===== src/rtl/hazard_ctrl_pkg.sv =====
// Shared definitions for the hazard controller: forward select encodings,
// Tnew/Tuse codes, multiply/divide latencies and the shadow-stage record.
package hazard_ctrl_pkg;

    // D-stage forward select encodings
    localparam logic [2:0] FW_RF    = 3'd0;
    localparam logic [2:0] FW_PC8E  = 3'd1;
    localparam logic [2:0] FW_ALUM  = 3'd2;
    localparam logic [2:0] FW_WDW   = 3'd3;

    // E-stage forward select encodings
    localparam logic [1:0] FWE_REG  = 2'd0;
    localparam logic [1:0] FWE_ALUM = 2'd1;
    localparam logic [1:0] FWE_WDW  = 2'd2;

    // Tnew codes (cycles after E entry until the result exists)
    localparam logic [1:0] TNEW_PC8  = 2'd0;
    localparam logic [1:0] TNEW_ALU  = 2'd1;
    localparam logic [1:0] TNEW_LOAD = 2'd2;
    // A result whose Tnew has counted down to this value can be forwarded
    localparam logic [1:0] TNEW_READY = 2'd0;
    // Tuse code for an operand the instruction does not read
    localparam logic [1:0] TUSE_NONE = 2'd3;

    // Multiply/divide unit occupancy in cycles
    localparam logic [3:0] MULT_CYCLES = 4'd5;
    localparam logic [3:0] DIV_CYCLES  = 4'd10;

    // Shadow copy of what a pipeline stage holds, as far as hazards care
    typedef struct packed {
        logic [4:0] a3;
        logic [1:0] tnew;
        logic [4:0] rs;
        logic [4:0] rt;
    } shadow_t;

    localparam shadow_t BUBBLE = '0;

    // Tnew counts down by one per stage and stops at zero
    function automatic logic [1:0] tnew_dec(input logic [1:0] t);
        return (t == 2'd0) ? 2'd0 : t - 2'd1;
    endfunction

    // Register 0 is hard-wired, so it can never be a dependency
    function automatic logic is_hit(input logic [4:0] src, input logic [4:0] a3);
        return (src != 5'd0) && (src == a3);
    endfunction

endpackage


===== src/rtl/hazard_ctrl_if.sv =====
// Decode-side bundle between the D stage and the hazard controller.
interface hazard_ctrl_if;
    logic [4:0] rs_D;
    logic [4:0] rt_D;
    logic [1:0] Tuse_rs_D;
    logic [1:0] Tuse_rt_D;
    logic [4:0] A3_D;
    logic [1:0] Tnew_D;
    logic       md_start_D;
    logic       md_div_D;
    logic       md_use_D;
    logic       Stall;
    logic [2:0] ForwardRSD;
    logic [2:0] ForwardRTD;
    logic [1:0] ForwardRSE;
    logic [1:0] ForwardRTE;
    logic       MD_busy;

    // Decode side: presents the D instruction, consumes stall/forward controls
    modport master (
        output rs_D, rt_D, Tuse_rs_D, Tuse_rt_D, A3_D, Tnew_D,
               md_start_D, md_div_D, md_use_D,
        input  Stall, ForwardRSD, ForwardRTD, ForwardRSE, ForwardRTE, MD_busy
    );

    // Hazard controller side
    modport slave (
        input  rs_D, rt_D, Tuse_rs_D, Tuse_rt_D, A3_D, Tnew_D,
               md_start_D, md_div_D, md_use_D,
        output Stall, ForwardRSD, ForwardRTD, ForwardRSE, ForwardRTE, MD_busy
    );
endinterface


===== src/rtl/hazard_ctrl_md_busy_cnt.sv =====
// Multiply/divide occupancy counter: loaded when a mult/div leaves D,
// counts down to zero, busy while nonzero.
module md_busy_cnt
    import hazard_ctrl_pkg::*;
(
    input  logic clk,
    input  logic reset,
    input  logic start,
    input  logic div,
    input  logic stall,
    output logic busy
);
    logic [3:0] cnt_reg;
    logic [3:0] cnt_next;

    // Load on an issued start (a stalled start is still sitting in D), else count down
    always_comb begin
        cnt_next = cnt_reg;
        if (start && !stall)
            cnt_next = div ? DIV_CYCLES : MULT_CYCLES;
        else if (cnt_reg != 4'd0)
            cnt_next = cnt_reg - 4'd1;
    end

    // Counter register, cleared immediately by reset
    always_ff @(posedge clk or posedge reset) begin
        if (reset)
            cnt_reg <= 4'd0;
        else
            cnt_reg <= cnt_next;
    end

    assign busy = (cnt_reg != 4'd0);
endmodule


===== src/rtl/hazard_ctrl.sv =====
// Pipeline hazard controller: tracks E/M/W destinations and result timing,
// decides stalls and forward selects for the D and E stages.
module hazard_ctrl
    import hazard_ctrl_pkg::*;
(
    input  logic         clk,
    input  logic         reset,
    hazard_ctrl_if.slave hz
);
    shadow_t e_reg, m_reg, w_reg;
    shadow_t e_next, m_next, w_next;

    logic       md_busy;
    logic       md_stall;
    logic       stall;
    logic [1:0] src_stall;
    logic [4:0] src_d [2];
    logic [1:0] tuse_d [2];
    logic [4:0] src_e [2];
    logic [2:0] fwd_d_arr [2];
    logic [1:0] fwd_e_arr [2];
    logic       unused_shadow;

    assign src_d[0]  = hz.rs_D;
    assign src_d[1]  = hz.rt_D;
    assign tuse_d[0] = hz.Tuse_rs_D;
    assign tuse_d[1] = hz.Tuse_rt_D;
    assign src_e[0]  = e_reg.rs;
    assign src_e[1]  = e_reg.rt;

    // Per-source (rs, rt) hazard resolution; only the nearest producer counts
    genvar gi;
    generate
        for (gi = 0; gi < 2; gi++) begin : g_src
            logic       hit_e, hit_m, hit_w;
            logic       stall_src;
            logic [2:0] fwd_d;
            logic [1:0] fwd_e;

            assign hit_e = is_hit(src_d[gi], e_reg.a3);
            assign hit_m = is_hit(src_d[gi], m_reg.a3);
            assign hit_w = is_hit(src_d[gi], w_reg.a3);

            // D stage: stall if the nearest producer is too late, forward if it is ready
            always_comb begin
                stall_src = 1'b0;
                fwd_d     = FW_RF;
                if (hit_e) begin
                    stall_src = (e_reg.tnew > tuse_d[gi]);
                    if (e_reg.tnew == TNEW_READY) fwd_d = FW_PC8E;
                end else if (hit_m) begin
                    stall_src = (m_reg.tnew > tuse_d[gi]);
                    if (m_reg.tnew == TNEW_READY) fwd_d = FW_ALUM;
                end else if (hit_w) begin
                    stall_src = (w_reg.tnew > tuse_d[gi]);
                    if (w_reg.tnew == TNEW_READY) fwd_d = FW_WDW;
                end
            end

            // E stage: M result when ready, otherwise W write-back data
            always_comb begin
                fwd_e = FWE_REG;
                if (is_hit(src_e[gi], m_reg.a3) && (m_reg.tnew == TNEW_READY))
                    fwd_e = FWE_ALUM;
                else if (is_hit(src_e[gi], w_reg.a3))
                    fwd_e = FWE_WDW;
            end

            assign src_stall[gi] = stall_src;
            assign fwd_d_arr[gi] = fwd_d;
            assign fwd_e_arr[gi] = fwd_e;
        end
    endgenerate

    // MFHI/MFLO/MTHI/MTLO/MULT/DIV must wait for the multiply/divide unit
    assign md_stall = hz.md_use_D & md_busy;
    assign stall    = (|src_stall) | md_stall;

    md_busy_cnt u_md_busy_cnt (
        .clk   (clk),
        .reset (reset),
        .start (hz.md_start_D),
        .div   (hz.md_div_D),
        .stall (stall),
        .busy  (md_busy)
    );

    // Next shadow contents: a stalled D injects a bubble, older stages age by one
    always_comb begin
        e_next = stall ? BUBBLE : '{a3: hz.A3_D, tnew: hz.Tnew_D, rs: hz.rs_D, rt: hz.rt_D};
        m_next = e_reg;
        m_next.tnew = tnew_dec(e_reg.tnew);
        w_next = m_reg;
        w_next.tnew = tnew_dec(m_reg.tnew);
    end

    // Shadow pipeline registers, cleared immediately by reset
    always_ff @(posedge clk or posedge reset) begin
        if (reset) begin
            e_reg <= BUBBLE;
            m_reg <= BUBBLE;
            w_reg <= BUBBLE;
        end else begin
            e_reg <= e_next;
            m_reg <= m_next;
            w_reg <= w_next;
        end
    end

    // M and W source fields are tracked for completeness but not consulted
    assign unused_shadow = ^{m_reg.rs, m_reg.rt, w_reg.rs, w_reg.rt};

    assign hz.Stall      = stall;
    assign hz.ForwardRSD = fwd_d_arr[0];
    assign hz.ForwardRTD = fwd_d_arr[1];
    assign hz.ForwardRSE = fwd_e_arr[0];
    assign hz.ForwardRTE = fwd_e_arr[1];
    assign hz.MD_busy    = md_busy;
endmodule


===== src/flat_wrapper.sv =====
// flat-port wrapper written by rule: the top's interface ports become plain ports
module hazard_ctrl_flat import hazard_ctrl_pkg::*;
  (clk, reset, hz_rs_D, hz_rt_D, hz_Tuse_rs_D, hz_Tuse_rt_D, hz_A3_D, hz_Tnew_D, hz_md_start_D, hz_md_div_D, hz_md_use_D, hz_Stall, hz_ForwardRSD, hz_ForwardRTD, hz_ForwardRSE, hz_ForwardRTE, hz_MD_busy);
  hazard_ctrl_if hz_i ();
  input  logic clk;
  input  logic reset;
  input wire logic [$bits(hz_i.rs_D)-1:0] hz_rs_D;
  input wire logic [$bits(hz_i.rt_D)-1:0] hz_rt_D;
  input wire logic [$bits(hz_i.Tuse_rs_D)-1:0] hz_Tuse_rs_D;
  input wire logic [$bits(hz_i.Tuse_rt_D)-1:0] hz_Tuse_rt_D;
  input wire logic [$bits(hz_i.A3_D)-1:0] hz_A3_D;
  input wire logic [$bits(hz_i.Tnew_D)-1:0] hz_Tnew_D;
  input wire logic [$bits(hz_i.md_start_D)-1:0] hz_md_start_D;
  input wire logic [$bits(hz_i.md_div_D)-1:0] hz_md_div_D;
  input wire logic [$bits(hz_i.md_use_D)-1:0] hz_md_use_D;
  output wire logic [$bits(hz_i.Stall)-1:0] hz_Stall;
  output wire logic [$bits(hz_i.ForwardRSD)-1:0] hz_ForwardRSD;
  output wire logic [$bits(hz_i.ForwardRTD)-1:0] hz_ForwardRTD;
  output wire logic [$bits(hz_i.ForwardRSE)-1:0] hz_ForwardRSE;
  output wire logic [$bits(hz_i.ForwardRTE)-1:0] hz_ForwardRTE;
  output wire logic [$bits(hz_i.MD_busy)-1:0] hz_MD_busy;
  assign hz_i.rs_D = hz_rs_D;
  assign hz_i.rt_D = hz_rt_D;
  assign hz_i.Tuse_rs_D = hz_Tuse_rs_D;
  assign hz_i.Tuse_rt_D = hz_Tuse_rt_D;
  assign hz_i.A3_D = hz_A3_D;
  assign hz_i.Tnew_D = hz_Tnew_D;
  assign hz_i.md_start_D = hz_md_start_D;
  assign hz_i.md_div_D = hz_md_div_D;
  assign hz_i.md_use_D = hz_md_use_D;
  assign hz_Stall = hz_i.Stall;
  assign hz_ForwardRSD = hz_i.ForwardRSD;
  assign hz_ForwardRTD = hz_i.ForwardRTD;
  assign hz_ForwardRSE = hz_i.ForwardRSE;
  assign hz_ForwardRTE = hz_i.ForwardRTE;
  assign hz_MD_busy = hz_i.MD_busy;
  hazard_ctrl u_core (.clk(clk), .reset(reset), .hz(hz_i));
endmodule

===== config.mk =====
export PLATFORM = sky130hd
export DESIGN_NAME = hazard_ctrl_flat
export DESIGN_NICKNAME = d
export VERILOG_FILES = /design/src/rtl/hazard_ctrl_pkg.sv /design/src/rtl/hazard_ctrl_if.sv /design/src/rtl/hazard_ctrl_md_busy_cnt.sv /design/src/rtl/hazard_ctrl.sv /design/src/flat_wrapper.sv
export SDC_FILE = /design/constraint.sdc
export NUM_CORES = 1
export LEC_CHECK = 0
export CAP_MARGIN = 0
export CORE_MARGIN = 8
export CORE_UTILIZATION = 53
export CTS_CLUSTER_SIZE = 30
export DETAILED_ROUTE_END_ITERATION = 8
export PLACE_DENSITY = 0.8
export SLEW_MARGIN = 10
export SYNTH_ARGS = -nofsm -noshare
export SYNTH_HDL_FRONTEND = slang
export SYNTH_SLANG_ARGS = --single-unit

===== constraint.sdc =====
create_clock -name clk -period 3.3 [get_ports clk]
set_input_delay 0.495 -clock clk [delete_from_list [all_inputs] [get_ports clk]]
set_output_delay 0.495 -clock clk [all_outputs]
set_load 0.05 [all_outputs]

==> summary.md, run 1 <==
| Metric | Value |
|---|---|
| Clock Path Buffers | 2 |
| P per Cell Area | between 500 and 600 mW/mm² |
| Reg2reg end | u_core.u_md_busy_cnt.cnt_reg[1] |
| Largest net degree at the start of global routing | 20 |
| Nets | roughly 310 |
| Vias in the first global route | about 1800 |
| Gr ovfl total | 0 |
| First-pass GRT wire length | 8360 µm |
| Diodes inserted | 0 |
| Crit Path Max Fanout | 3 |
| Hold/Removal Path Class | reg -> reg |
| Number of synthesized flops with an enable pin | 0 |
| Worst skew pair latency | around 300 ps |
| H-tree lvl count | 2 |
| Max-Cap Viols | 0 |
| Wirelength per Cell | approximately 16 µm |
| Total track usage | 16.8% |
| Starting density of the core | between 50% and 60% |
| CTS clock-pin slew for the worst setup and hold paths | 80 ps |
| Residual DRC | 0 |
| Setup Buffers After CTS | 0 |
| Final wirelength | 5140 µm |
| Area growth syn-to-layout | 27.4% |
| Seq/Total Area, Yosys | 39.2% |
| Final GP Congestion | roughly 0.86 |
| Fin. Hold Viols | 0 |
| Worst-Margin Slew | ~640 ps |
| Antenna violations before repair | 0 |
| Hold wc startpoint | u_core.e_reg[13] |
| Reg2reg setup slack | around 600 ps |
| Share of the synthesized area in the top cell type | 39.2% |
| Fillers | roughly 320 |
| CP arrival | about 2600 ps |
| # resized after CTS | 0 |
| Iter 0 DRT Violations | 48 |
| Lkg Pwr | ~0.0013 µW |
| Die area | between 0.006 and 0.007 mm² |
| PortBufs | 35 |
| Top Ports | 38 |
| DP HPWL | between 3000 and 4000 µm |
| RSZ-0062 raised after global routing | no |
| CP Class | in -> out |
| Area of the multi-input gates | around 0.0013 mm² |
| Synth warn | 0 |
| Area contributors post-synth | dfrtp_1, xor2_1, xnor2_1 |
| Total Neg Setup Slack | 0 ps |
| Hold_buf cts | 0 |
| Worst slew margin | 57.4% |
| Fmax achieved | ~0.33 GHz |
| Clk sink count | 35 |
| Outcome | finished, final reports clean |
| Hold endpoint | u_core.m_reg[13] |
| Hold-critical path depth | 0 |
| CP required | 2800 ps |
| Worst Reg-to-Reg Cells | 10 |
| Die height | ~81 µm |
| Most common flop cell mapped by yosys | dfrtp_1 |
| Drt pass-1 iters | 4 |
| Setup crit end kind | primary output |
| Async SR Flop Fraction | between 90% and 100% |
| Via count | roughly 1700 |
| Row count | 23 |
| Flip-flop and latch area | approximately 880 µm² |
| Worst R2R Start | u_core.u_md_busy_cnt.cnt_reg[0] |
| Post-Syn Area | ~0.0022 mm² |
| Final period utilization | ~93% |
| Largest register FFs | 17 |
| Core area | between 0.004 and 0.005 mm² |
| Post-Synthesis Cells | ~220 |
| Final setup violation count | 0 |
| Post-DR vias/cell | around 5.3 |
| Root Driver | clkbuf_8 |
| Die Span X | slightly above 80 µm |
| Post-route minimum period | between 3000 and 4000 ps |
| CTS tree | done |
| CP startpoint kind | input port |
| Cell taking the most area after synthesis | dfrtp_1 |
| Syn avg cell area | 10.1 µm² |
| Routed Antenna Nets | 0 |
| Max IR drop VDD | approximately 0.56 mV |
| Worst Skew | between 15 and 20 ps |
| Final Max Tran Viols | 0 |
| Layout cell share with drive strength beyond 1 | 11.9% |
| Synthesized flop and latch total | 35 |
| Distinct cell type count after synthesis | between 40 and 50 |
| Final core utilization | a little over two thirds |
| Num CTS Buffers | 5 |
layout make-up:
cell class | instances | area share, %
clock inverter | 3 | 1.67
clock buffer | 5 | 2.42
tap | 50 | 2.20
inverter | 12 | 1.58
timing repair buffer | 44 | 15.6
sequential | 35 | 30.8
multi-input combinational | 171 | 45.8
cells in the mapped netlist, drive strengths merged, types with 5 or more instances:
cell and instances:
dfrtp 35, xor2 30, xnor2 22, and2 20, ha 14, nor2 13
inv 12, nand2 12, a21oi 8, nor3 7, nor2b 5, nor4 5
or4 5
layer usage:
metal	share of wire [%]	up-vias	routed length, µm	GRT usage [%]
met5	0	-	0	0
met3	4.0	8	205	4.08
met1	41	797	2120	18.0
li1	-	839	-	-
met4	2.5	0	127	8.57
met2	52	38	2690	30.2
critical path: stages:
cell,delay (ps)
clkdlybuf4s50_1,430
or4_4,550
o211ai_2,150
a211oi_1,90
a31o_1,270
nor4_4,350
inv_2,50
buf_4,190
cells in the final DEF (no fill, tap or decap), types with 3 or more instances in the layout:
master	instances
a21oi_1	8
and2_1	20
buf_12	3
buf_4	11
clkbuf_8	5
clkdlybuf4s50_1	30
dfrtp_1	35
ha_1	14
inv_1	11
nand2_1	11
nand3_1	3
nor2_1	13
nor2b_1	5
nor3_1	7
or4_1	4
xnor2_1	22
xor2_1	30
power breakdown:
group | internal [µW] | total (µW) | switching (µW)
clock network | 229 | 398 | 169
registers | 509 | 618 | 109
logic | 301 | 612 | 311
worst max-delay path by stage:
stage	from	endpoint	slack (ps)	cells past startpoint
3_5_place_dp	hz_rt_D[0]	u_core.u_md_busy_cnt.cnt_reg[3]	110	9
4_1_cts	hz_rt_D[0]	hz_Stall	130	8
5_1_grt	u_core.e_reg[0]	hz_ForwardRTE[1]	80	5
6_report	hz_rs_D[1]	hz_Stall	230	8
2_1_floorplan	u_core.e_reg[5]	hz_ForwardRSE[1]	30	4
3_3_place_gp	hz_rt_D[0]	u_core.u_md_busy_cnt.cnt_reg[1]	160	9
logic make-up (layout without fill, tap and decap cells):
logic type	after synthesis	in the layout	share of synthesized area [%]
other	1	2	0.168
buffers and inverters	17	64	3.25
xor gates and xnor gates	52	52	20.4
DFF	35	35	39.2
and+or+nand+nor	78	78	20.2
adders and majority gates	14	14	7.84
AOI/OAI and AO/OA	20	20	6.22
muxes	5	5	2.75
per-stage QoR:
stage / worst slack [ps] / total power (µW) / instances / hold WS [ps] / instance area (µm²)
floorplan: 32.5 / 1040 / 223 / 410 / 2250
global placement: 160 / 1220 / 312 / 441 / 2730
detailed placement: 105 / 1230 / 312 / 446 / 2730
CTS: 127 / 1640 / 320 / 451 / 2840
global route: 80.9 / 1730 / 320 / 476 / 2850
finish: 229 / 1630 / 320 / 459 / 2850
Note: power is estimated with default switching activity, not from simulation.
==> inputs of run 2 (changes only) <==
--- a/config.mk
+++ b/config.mk
@@ -5,12 +5,13 @@
 export SDC_FILE = /design/constraint.sdc
 export NUM_CORES = 1
 export LEC_CHECK = 0
-export CAP_MARGIN = 0
+export CAP_MARGIN = 20
 export CORE_MARGIN = 8
 export CORE_UTILIZATION = 53
 export CTS_CLUSTER_SIZE = 30
 export DETAILED_ROUTE_END_ITERATION = 8
 export PLACE_DENSITY = 0.8
+export REMOVE_ABC_BUFFERS = 1
 export SLEW_MARGIN = 10
 export SYNTH_ARGS = -nofsm -noshare
 export SYNTH_HDL_FRONTEND = slang
==> summary.md, run 2 (same netlist as run 1, synthesis figures left out) <==
| Metric | Value |
|---|---|
| Area growth syn-to-layout | 27.0% |
| Core area | just over 0.004 mm² |
| Net Sw Frac | a little under two fifths |
| P per Cell Area | between 500 and 600 mW/mm² |
| Lkg Pwr | roughly 0.0013 µW |
| Fmax achieved | about 0.31 GHz |
| Final instance area | ~0.0028 mm² |
| Slowest CP cell | a2111oi_1 |
| Hold/Removal Path Class | reg -> reg |
| Crit Path Max Fanout | 5 |
| Final GP Congestion | slightly below 0.9 |
| Worst path bufs/invs | 3 |
| Crit-path leading delay family | buffers and inverters |
| CTS tree | done |
| Clk sink count | 35 |
| Residual DRC | 0 |
| Fillers | between 300 and 400 |
| First-pass GRT wire length | ~8400 µm |
| Outcome | finished, final reports clean |
| Largest net degree at the start of global routing | 36 |
| Worst-path cell chain | clkdlybuf4s50_1 -> xor2_1 -> nor3_1 -> o2111ai_1 -> a2111oi_1 -> nor4_4 -> inv_2 -> buf_4 |
| Top Ports | 38 |
| Fin. Hold Viols | 0 |
| Max-Cap Viols | 0 |
| NetSw | roughly 560 µW |
| Post-DR vias/cell | between 5 and 6 |
| Nets | approximately 310 |
| CTS clock-pin slew for the worst setup and hold paths | roughly 60 ps |
| Largest register FFs | 17 |
| Most common cell after layout, fill and taps aside | dfrtp_1 |
| CP arrival | roughly 2700 ps |
| Final wirelength | between 5000 and 6000 µm |
| RSZ-0062 raised after global routing | no |
| Die Span X | about 81 µm |
| Critical Path Max Stage Delay | ~660 ps |
| Worst Skew | between 5 and 6 ps |
| Routed Antenna Nets | 0 |
| Vias in the first global route | ~1900 |
| Clock share of power | between 10% and 20% |
| Die height | approximately 81 µm |
| CP required | 2800 ps |
| Via count | roughly 1700 |
| Internal Power | around 960 µW |
| Most frequent cells in the layout | dfrtp_1, xor2_1, clkdlybuf4s50_1 |
| Starting density of the core | 55.4% |
| CP Class | in -> out |
| Iter 0 DRT Violations | 86 |
| Max IR drop VDD | approximately 0.34 mV |
| Post-route minimum period | about 3200 ps |
| Row count | 23 |
| Num CTS Buffers | 5 |
| Gate power share | just over 40% |
| PortBufs | 35 |
| Total Neg Setup Slack | 0 ps |
| Total track usage | between 10% and 20% |
| Antenna violations before repair | 0 |
| DP HPWL | about 4000 µm |
| Gr ovfl total | 0 |
| Final Max Tran Viols | 0 |
| Diodes inserted | 0 |
| Layout cell share with drive strength beyond 1 | between 10% and 20% |
| Reg power frac | between 40% and 50% |
| Worst skew pair latency | about 290 ps |
| Worst slew margin | 55.8% |
| Wirelength per Cell | 15.6 µm |
| Clock Path Buffers | 2 |
| PnR worst setup slack | 113 ps |
| Power consumption | about 1500 µW |
| Setup crit end kind | primary output |
| Placed instance area | 0.00275 mm² |
| Setup WS pre-CTS | -174 ps |
| H-tree lvl count | 2 |
| Worst-Margin Slew | 662 ps |
| Final setup violation count | 0 |
| Root Driver | clkbuf_8 |
| CP startpoint kind | input port |
| Final period utilization | roughly 97% |
| Hold_buf cts | 0 |
| Die area | 0.00655 mm² |
| Drt pass-1 iters | 5 |
## run 2: changes by cell type in the layout (fill, tap and decap cells not counted)
| cell | before | now |
|---|---|---|
| clkinv_2 | 0 | 1 |
| nor4_1 | 2 | 4 |
| inv_6 | 1 | 0 |
| nor4_2 | 2 | 0 |
| buf_4 | 11 | 16 |
| bufinv_16 | 1 | 0 |
## run 2: worst reg2reg max path: cells and delay by family (launching register included)
kind	cells	cell delay, ps
AOI/OAI and AO/OA	2	300
adders and majority gates	1	170
muxes	1	310
DFF	1	410
and+or+nand+nor	4	1000
buffers and inverters	2	380
## run 2: worst paths after layout
check / startpoint / to / slack, ps / cells after the start
max in group asynchronous: reset / u_core.e_reg[1] / 2380 / 3
max reg2reg: u_core.u_md_busy_cnt.cnt_reg[0] / u_core.u_md_busy_cnt.cnt_reg[3] / 630 / 10
max: hz_rt_D[4] / hz_Stall / 110 / 8
min in group asynchronous: reset / u_core.e_reg[12] / 610 / 3
min reg2reg: u_core.e_reg[14] / u_core.m_reg[14] / 450 / 0
min: u_core.e_reg[14] / u_core.m_reg[14] / 450 / 0
## run 2: timing repair
action / 4_1_cts / 5_1_grt
endpoints found under the setup margin: 1 / 0
buffers inserted: 1 / 0
resized for setup: 1 / 0
## run 2: per-layer routing
metal | vias up | share of wire, % | GRT usage, %
met4 | 0 | 1.0 | 5.36
met5 | - | 0 | 0
met1 | 836 | 44 | 19.4
li1 | 849 | - | -
met3 | 6 | 5.0 | 4.30
met2 | 42 | 50 | 28.7
## run 2: stage by stage
step,hold WS [ps],utilization [%],std cells
2_1_floorplan,410,-,218
3_3_place_gp,443,68.1,316
3_5_place_dp,440,68.1,316
4_1_cts,460,70.4,324
5_1_grt,470,70.4,324
6_report,453,70.4,324
## run 2: power groups by stage
stage	Combinational, µW	Sequential (µW)	Clock (µW)
floorplan	434	591	0
global placement	588	620	0
detailed placement	604	622	0
CTS	613	614	297
global route	668	627	315
finish	609	615	288
## run 2: area by class of cell
| class | count | area, µm² | share of cell area, % |
|---|---|---|---|
| clock buffers | 5 | 68.8 | 2.43 |
| well taps | 50 | 62.6 | 2.21 |
| flip-flops and latches | 35 | 876 | 30.9 |
| multi-input cells | 171 | 1290 | 45.5 |
| repair buffers | 49 | 480 | 16.9 |
| inverters | 12 | 45.0 | 1.59 |
| clock inverters | 2 | 13.8 | 0.485 |
